--- src/rtl/mux_rr_scheduler_pkg.sv ---
// rtl/mux_rr_scheduler_pkg.sv - shared states and width helper for the round-robin scheduler
`timescale 1ns/1ps

package mux_rr_scheduler_pkg;

    // Scheduler FSM: IDLE arbitrates, GRANT streams beats from the owner.
    typedef enum logic {
        IDLE  = 1'b0,
        GRANT = 1'b1
    } sched_state_e;

    // Ceiling log2 with a floor of 1 so a selector always has at least one bit.
    function automatic int clog2_min1(input int value);
        int result;
        result = 1;
        for (int i = 1; i < 31; i++) begin
            if ((1 << i) < value) begin
                result = i + 1;
            end
        end
        return result;
    endfunction

endpackage

--- src/rtl/mux_rr_scheduler_if.sv ---
// rtl/mux_rr_scheduler_if.sv - requester/downstream handshake bundle for the scheduler
`timescale 1ns/1ps

interface mux_rr_scheduler_if #(
    parameter int INPORTCNT   = 2,
    parameter int INPORTWIDTH = 4
) ();
    import mux_rr_scheduler_pkg::*;

    localparam int SEL_W = clog2_min1(INPORTCNT);

    logic [INPORTCNT-1:0]             in_valid;
    logic [INPORTWIDTH*INPORTCNT-1:0] in_data;
    logic [INPORTCNT-1:0]             in_ready;
    logic                             out_valid;
    logic [INPORTWIDTH-1:0]           out_data;
    logic                             out_ready;
    logic [SEL_W-1:0]                 out_sel;
    logic [INPORTCNT-1:0]             grant;

    // The scheduler itself sits on the slave side.
    modport slave (
        input  in_valid,
        input  in_data,
        input  out_ready,
        output in_ready,
        output out_valid,
        output out_data,
        output out_sel,
        output grant
    );

    // Requesters plus downstream consumer drive the master side.
    modport master (
        output in_valid,
        output in_data,
        output out_ready,
        input  in_ready,
        input  out_valid,
        input  out_data,
        input  out_sel,
        input  grant
    );

endinterface

--- src/rtl/mux_rr_scheduler_rr_pick.sv ---
// rtl/mux_rr_scheduler_rr_pick.sv - combinational round-robin picker, first request at or above ptr
`timescale 1ns/1ps

module rr_pick
    import mux_rr_scheduler_pkg::*;
#(
    parameter int N = 2,
    localparam int SEL_W = clog2_min1(N)
) (
    input  logic [N-1:0]     req_i,
    input  logic [SEL_W-1:0] ptr_i,
    output logic             any_o,
    output logic [SEL_W-1:0] pick_o
);

    logic [2*N-1:0]   req_dbl;
    logic [N-1:0]     req_rot;
    logic [SEL_W-1:0] offset;
    logic [SEL_W:0]   sum;

    // Rotate requests so ptr lands at bit 0, find the nearest set bit, then rotate the index back.
    always_comb begin
        req_dbl = {req_i, req_i};
        req_rot = req_dbl[ptr_i +: N];
        offset  = '0;
        for (int k = N - 1; k >= 0; k--) begin
            if (req_rot[k]) begin
                offset = SEL_W'(k);
            end
        end
        sum = {1'b0, ptr_i} + {1'b0, offset};
        if (sum >= (SEL_W + 1)'(N)) begin
            sum = sum - (SEL_W + 1)'(N);
        end
        any_o  = |req_i;
        pick_o = sum[SEL_W-1:0];
    end

endmodule

--- src/rtl/mux_rr_scheduler.sv ---
// rtl/mux_rr_scheduler.sv - round-robin burst scheduler sharing one registered output lane
`timescale 1ns/1ps

module mux_rr_scheduler
    import mux_rr_scheduler_pkg::*;
#(
    parameter int INPORTCNT   = 2,
    parameter int INPORTWIDTH = 4,
    parameter int BURST_MAX   = 4
) (
    input logic               clk,
    input logic               rst_n,
    mux_rr_scheduler_if.slave bus
);

    localparam int SEL_W = clog2_min1(INPORTCNT);
    localparam int CNT_W = clog2_min1(BURST_MAX);

    localparam logic [CNT_W-1:0] LAST_BEAT = CNT_W'(BURST_MAX - 1);
    localparam logic [SEL_W-1:0] LAST_PORT = SEL_W'(INPORTCNT - 1);

    sched_state_e           state_q, state_d;
    logic [SEL_W-1:0]       ptr_q, ptr_d;
    logic [SEL_W-1:0]       sel_q, sel_d;
    logic [CNT_W-1:0]       burst_cnt_q, burst_cnt_d;
    logic [INPORTCNT-1:0]   grant_q, grant_d;
    logic                   out_valid_q, out_valid_d;
    logic [INPORTWIDTH-1:0] out_data_q, out_data_d;

    logic [INPORTCNT-1:0]   in_ready_c;
    logic                   pick_any;
    logic [SEL_W-1:0]       pick_idx;
    logic                   owner_valid;
    logic                   owner_ready;
    logic                   xfer;

    rr_pick #(
        .N (INPORTCNT)
    ) u_pick (
        .req_i  (bus.in_valid),
        .ptr_i  (ptr_q),
        .any_o  (pick_any),
        .pick_o (pick_idx)
    );

    // The owner may push a beat whenever the output register is empty or draining this cycle.
    assign owner_valid = bus.in_valid[sel_q];
    assign owner_ready = !out_valid_q || bus.out_ready;

    // Arbitration, burst accounting and output-register next state.
    always_comb begin
        state_d     = state_q;
        ptr_d       = ptr_q;
        sel_d       = sel_q;
        burst_cnt_d = burst_cnt_q;
        grant_d     = grant_q;
        out_valid_d = out_valid_q;
        out_data_d  = out_data_q;
        in_ready_c  = '0;
        xfer        = 1'b0;

        case (state_q)
            IDLE: begin
                if (pick_any) begin
                    grant_d           = '0;
                    grant_d[pick_idx] = 1'b1;
                    sel_d             = pick_idx;
                    burst_cnt_d       = '0;
                    state_d           = GRANT;
                end
            end
            GRANT: begin
                in_ready_c[sel_q] = owner_ready;
                xfer              = owner_valid && owner_ready;
                if (xfer) begin
                    burst_cnt_d = burst_cnt_q + 1'b1;
                end
                // Dropping valid forfeits the turn; a full burst hands over after its last beat.
                if (!owner_valid || (xfer && (burst_cnt_q == LAST_BEAT))) begin
                    grant_d = '0;
                    state_d = IDLE;
                    ptr_d   = (sel_q == LAST_PORT) ? '0 : sel_q + 1'b1;
                end
            end
            default: begin
                state_d = IDLE;
            end
        endcase

        // A new beat replaces the register even while the old one is being accepted.
        if (xfer) begin
            out_valid_d = 1'b1;
            out_data_d  = bus.in_data[sel_q*INPORTWIDTH +: INPORTWIDTH];
        end else if (out_valid_q && bus.out_ready) begin
            out_valid_d = 1'b0;
        end
    end

    // State registers; reset discards any beat held in the output stage.
    always_ff @(posedge clk or negedge rst_n) begin
        if (!rst_n) begin
            state_q     <= IDLE;
            ptr_q       <= '0;
            sel_q       <= '0;
            burst_cnt_q <= '0;
            grant_q     <= '0;
            out_valid_q <= 1'b0;
            out_data_q  <= '0;
        end else begin
            state_q     <= state_d;
            ptr_q       <= ptr_d;
            sel_q       <= sel_d;
            burst_cnt_q <= burst_cnt_d;
            grant_q     <= grant_d;
            out_valid_q <= out_valid_d;
            out_data_q  <= out_data_d;
        end
    end

    assign bus.in_ready  = in_ready_c;
    assign bus.out_valid = out_valid_q;
    assign bus.out_data  = out_data_q;
    assign bus.out_sel   = sel_q;
    assign bus.grant     = grant_q;

endmodule

--- src/flat_wrapper.sv ---
// flat-port wrapper written by rule: the top's interface ports become plain ports
module mux_rr_scheduler_flat import mux_rr_scheduler_pkg::*;
#(
    parameter int INPORTCNT   = 2,
    parameter int INPORTWIDTH = 4,
    parameter int BURST_MAX   = 4
)
  (clk, rst_n, bus_in_valid, bus_in_data, bus_out_ready, bus_in_ready, bus_out_valid, bus_out_data, bus_out_sel, bus_grant);
  mux_rr_scheduler_if #(.INPORTCNT(INPORTCNT), .INPORTWIDTH(INPORTWIDTH)) bus_i ();
  input logic clk;
  input logic rst_n;
  input wire logic [$bits(bus_i.in_valid)-1:0] bus_in_valid;
  input wire logic [$bits(bus_i.in_data)-1:0] bus_in_data;
  input wire logic [$bits(bus_i.out_ready)-1:0] bus_out_ready;
  output wire logic [$bits(bus_i.in_ready)-1:0] bus_in_ready;
  output wire logic [$bits(bus_i.out_valid)-1:0] bus_out_valid;
  output wire logic [$bits(bus_i.out_data)-1:0] bus_out_data;
  output wire logic [$bits(bus_i.out_sel)-1:0] bus_out_sel;
  output wire logic [$bits(bus_i.grant)-1:0] bus_grant;
  assign bus_i.in_valid = bus_in_valid;
  assign bus_i.in_data = bus_in_data;
  assign bus_i.out_ready = bus_out_ready;
  assign bus_in_ready = bus_i.in_ready;
  assign bus_out_valid = bus_i.out_valid;
  assign bus_out_data = bus_i.out_data;
  assign bus_out_sel = bus_i.out_sel;
  assign bus_grant = bus_i.grant;
  mux_rr_scheduler #(.INPORTCNT(INPORTCNT), .INPORTWIDTH(INPORTWIDTH), .BURST_MAX(BURST_MAX)) u_core (.clk(clk), .rst_n(rst_n), .bus(bus_i));
endmodule
--- config.mk ---
export PLATFORM = sky130hd
export DESIGN_NAME = mux_rr_scheduler_flat
export DESIGN_NICKNAME = d
export VERILOG_FILES = /design/src/rtl/mux_rr_scheduler_pkg.sv /design/src/rtl/mux_rr_scheduler_if.sv /design/src/rtl/mux_rr_scheduler_rr_pick.sv /design/src/rtl/mux_rr_scheduler.sv /design/src/flat_wrapper.sv
export SDC_FILE = /design/constraint.sdc
export NUM_CORES = 1
export LEC_CHECK = 0
export CAP_MARGIN = 20
export CORE_MARGIN = 3
export CORE_UTILIZATION = 44
export DETAILED_ROUTE_END_ITERATION = 8
export GPL_TIMING_DRIVEN = 0
export HOLD_SLACK_MARGIN = 0.08
export PLACE_DENSITY = 0.8
export SYNTH_ARGS = -nofsm -noshare
export SYNTH_HDL_FRONTEND = slang
export SYNTH_SLANG_ARGS = --single-unit
--- constraint.sdc ---
create_clock -name clk -period 2.1 [get_ports clk]
set_input_delay 0.42 -clock clk [delete_from_list [all_inputs] [get_ports clk]]
set_output_delay 0.42 -clock clk [all_outputs]
set_load 0.01 [all_outputs]
==> flow_summary.yaml <==
final_layout:
  layout-drive-gt1-share_pct: 15.66
  areaGrowthSynthToFinish_pct: 46.65
  final_nets: 98
  antennaDiodeCount: 0
  fin_cells: 97
sta:
  fin_setup_tns_ps: 0
  tightest_slew_ps: 520.8
  setup_ws_ps: 233.4
  fin_crit_ps: 1867
  min_period_over_period_pct: 88.88
  hold_violations: 0
  timing.fmax_mhz: 535.7
  rsz0062_at_grt: "false"
  skew_ps: 4.248
  setup_viol: 0
  slew_headroom_pct: 65.17
  drv_slew: 0
global_route:
  grtUsageTotal_pct: 16.78
  use_met1_pct: 19.10
  met2_usage_pct: 27.54
  antenna_found_initial: 0
  grt_pass1_wl_mm: 2.249
  grt-busiest-layer: "met2"
  use_met3_pct: 7.627
  overflow: 0
  grt_max_degree: 13
  grt_pass1_vias: 530
critical_path:
  critical_path.cell_chain: "clkdlybuf4s50_1, nand2b_4, and3_1, dlygate4sd2_1"
  critical-path-top-delay-family: "buffers and inverters"
  end_kind: "primary output"
  slowest_stage: "clkdlybuf4s50_1"
  required_ps: 1680
  crit_buf_inv: 2
  cp-start-kind: "primary input"
  crit_arrival_ps: 1450
  max_stage_delay_ps: 460
  crit_fanout: 5
  crit_type: "in -> out"
logic_synthesis:
  synthesis.instances: 57
  yosys.area_share.adder_pct: 2.092
  netlist_area_um2: 598.1
  synth.mux.area_fraction_pct: 10.04
  synth_cell_types: 19
  synth_largest_area_cell: "dfrtp_1"
  yosys_most_used_dff: "dfrtp_1"
  synth-simple-area-share_pct: 18.20
  yosys_warnings: 0
  synthTopCellsByCount: "dfrtp_1, nand2_1, mux2i_1, o21ai_1"
  ys_ff_latch: 12
  yosysSeqAreaShare_pct: 50.21
  synth_xor_area_share_pct: 0
  synthTopCellsByArea: "dfrtp_1, mux2i_1, nand2_1"
  synth.top_cell.area_share_pct: 50.21
  synth_compound_area_share_pct: 12.55
  synth_area_per_cell_um2: 10.49
  synth_top_family_by_area: "simple AND/OR/NAND/NOR gates"
  synthArstFlopShare_pct: 100.0
  synthesis.nets: 71
  synth_edf_count: 0
routing:
  ant_nets: 0
  viasPerCell: 5.010
  totalWireLength_mm: 1.285
  drt-initial-drc-count: 3
  wl_per_cell_um: 13.25
  drc_errors: 0
  vias: 486
  drt_pass1_iterations: 2
power:
  p_int_mw: 0.7329
  pwr-share-seq_pct: 35.2
  leakage_nw: 0.4245
  p_sw_share_pct: 35.17
  p_per_area_mw_per_mm2: 1289
  peakVddDrop_uv: 851.5
  p_clk_share_pct: 15.8
  comb_power_share_pct: 49.0
  power.switching_mw: 0.3977
cts:
  htreeDepth: 1
  cts.sinks: 12
  cts-resized-gates: 4
  clk_path_buf_depth: 2
  clk_latency_ps: 270
  cts_setup_buffers: 0
  cts-root-buf: "clkbuf_4"
  cts_tree: "yes"
  numCtsBuffers: 3
  clk_pin_slew_ps: 70
  hold_buffers: 0
run_status:
  status: "completed"
die:
  chipHeight_um: 42.87
  io_pins: 23
  core_mm2: 0.001186
  fp.dieW_um: 42.87
  rows: 12
  dieArea_mm2: 0.001838
  initial_core_util_pct: 50.42
placed_design:
  dp_slack_ps: -138.4
  place.gp.congestion: 0.7426
  port_buffers: 22
  hpwlAfterDp_mm: 1.013
  place_inst: 93
min_path:
  holdCritPathClass: "reg -> reg"
run:
  maxCapViolCount: 0
-- worst reg2reg max path, stage by stage, from the launching register on --
cell	delay [ps]
dfrtp_1	370
buf_6	160
mux2i_1	250
nand3b_4	200
buf_8	140
nand3_2	70
o31ai_1	80
-- cells by family after synthesis --
group | count (synthesis)
AO/OA/AOI/OAI | 11
flip-flops | 12
multiplexers | 6
buffers and inverters | 6
AND/OR/NAND/NOR | 21
adder cells (fa/ha/maj) | 1
-- per-stage QoR --
| stage | power [mW] | hold slack (ps) | area [µm²] | util [%] |
|---|---|---|---|---|
| floorplan | 0.7084 | 124.4 | 598.1 | - |
| global placement | 0.9471 | 464.0 | 835.8 | 70.46 |
| detailed placement | 0.9687 | 478.5 | 835.8 | 70.46 |
| CTS | 1.151 | 492.9 | 877.1 | 73.95 |
| global route | 1.219 | 507.5 | 877.1 | 73.95 |
| finish | 1.131 | 485.0 | 877.1 | 73.95 |
-- state kept, by name, indices dropped and copies added (netlist names) --
| signal | cells |
|---|---|
| u_core.bus.out_data | 4 |
| u_core.burst_cnt_q | 2 |
| u_core.bus.grant | 2 |
| u_core.bus.out_sel | 1 |
| u_core.bus.out_valid | 1 |
| u_core.ptr_q | 1 |
| u_core.state_q | 1 |
-- cell usage in the layout (no fill, tap or decap) --
| cell type | Yosys | routed |
|---|---|---|
| clkdlybuf4s50_1 | 0 | 20 |
| nand2_1 | 12 | 12 |
| dfrtp_1 | 12 | 12 |
| mux2i_1 | 6 | 6 |
| o21ai_1 | 5 | 5 |
| nor2_1 | 3 | 3 |
| o21ai_2 | 3 | 3 |
| inv_1 | 3 | 3 |
| clkbuf_4 | 0 | 3 |
| nand3_1 | 2 | 2 |
| dlygate4sd2_1 | 0 | 2 |
| buf_6 | 1 | 1 |
| nand2b_4 | 0 | 1 |
| and3_1 | 1 | 1 |
| inv_2 | 1 | 1 |
| nand3b_4 | 1 | 1 |
| buf_8 | 1 | 1 |
| nand3_2 | 1 | 1 |
| o31ai_1 | 1 | 1 |
| a211o_1 | 1 | 1 |
| o211ai_1 | 1 | 1 |
| ha_1 | 1 | 1 |
| clkbuf_8 | 0 | 1 |
-- power by group through the flow --
| stage | combinational, mW | sequential (mW) | clock [mW] |
|---|---|---|---|
| after floorplan | 0.281 | 0.428 | 0 |
| after global placement | 0.555 | 0.392 | 0 |
| after CTS | 0.565 | 0.399 | 0.187 |
| final | 0.554 | 0.398 | 0.178 |
| after global routing | 0.607 | 0.415 | 0.197 |
| after detailed placement | 0.570 | 0.399 | 0 |
-- metal layers --
layer	up-vias	share of wire (%)
met5	-	0
met4	0	1.3
met3	4	4.8
met2	10	52
met1	223	41
li1	249	-
-- worst paths after layout --
kind	from	to	slack, ps	cells after the start
min in group asynchronous	rst_n	u_core.state_q	490	1
worst max register to register	u_core.bus.out_sel	u_core.burst_cnt_q[0]	730	6
worst min-delay path	u_core.bus.out_data[3]	u_core.bus.out_data[3]	480	2
worst max-delay path	bus_out_ready	bus_in_ready[1]	230	4
worst min register to register	u_core.bus.out_data[3]	u_core.bus.out_data[3]	480	2
max in group asynchronous	rst_n	u_core.bus.out_data[0]	1260	1
-- layout make-up --
cell class / instances / area (µm²)
plain buffers: 2 / 26.28
clock buffers: 4 / 36.28
fillers: 101 / 309.0
inverters: 4 / 15.01
multi-input cells: 39 / 264.0
flip-flops and latches: 12 / 300.3
well taps: 14 / 17.52
repair buffers: 22 / 217.7
Note: power is estimated with default switching activity, not from simulation.
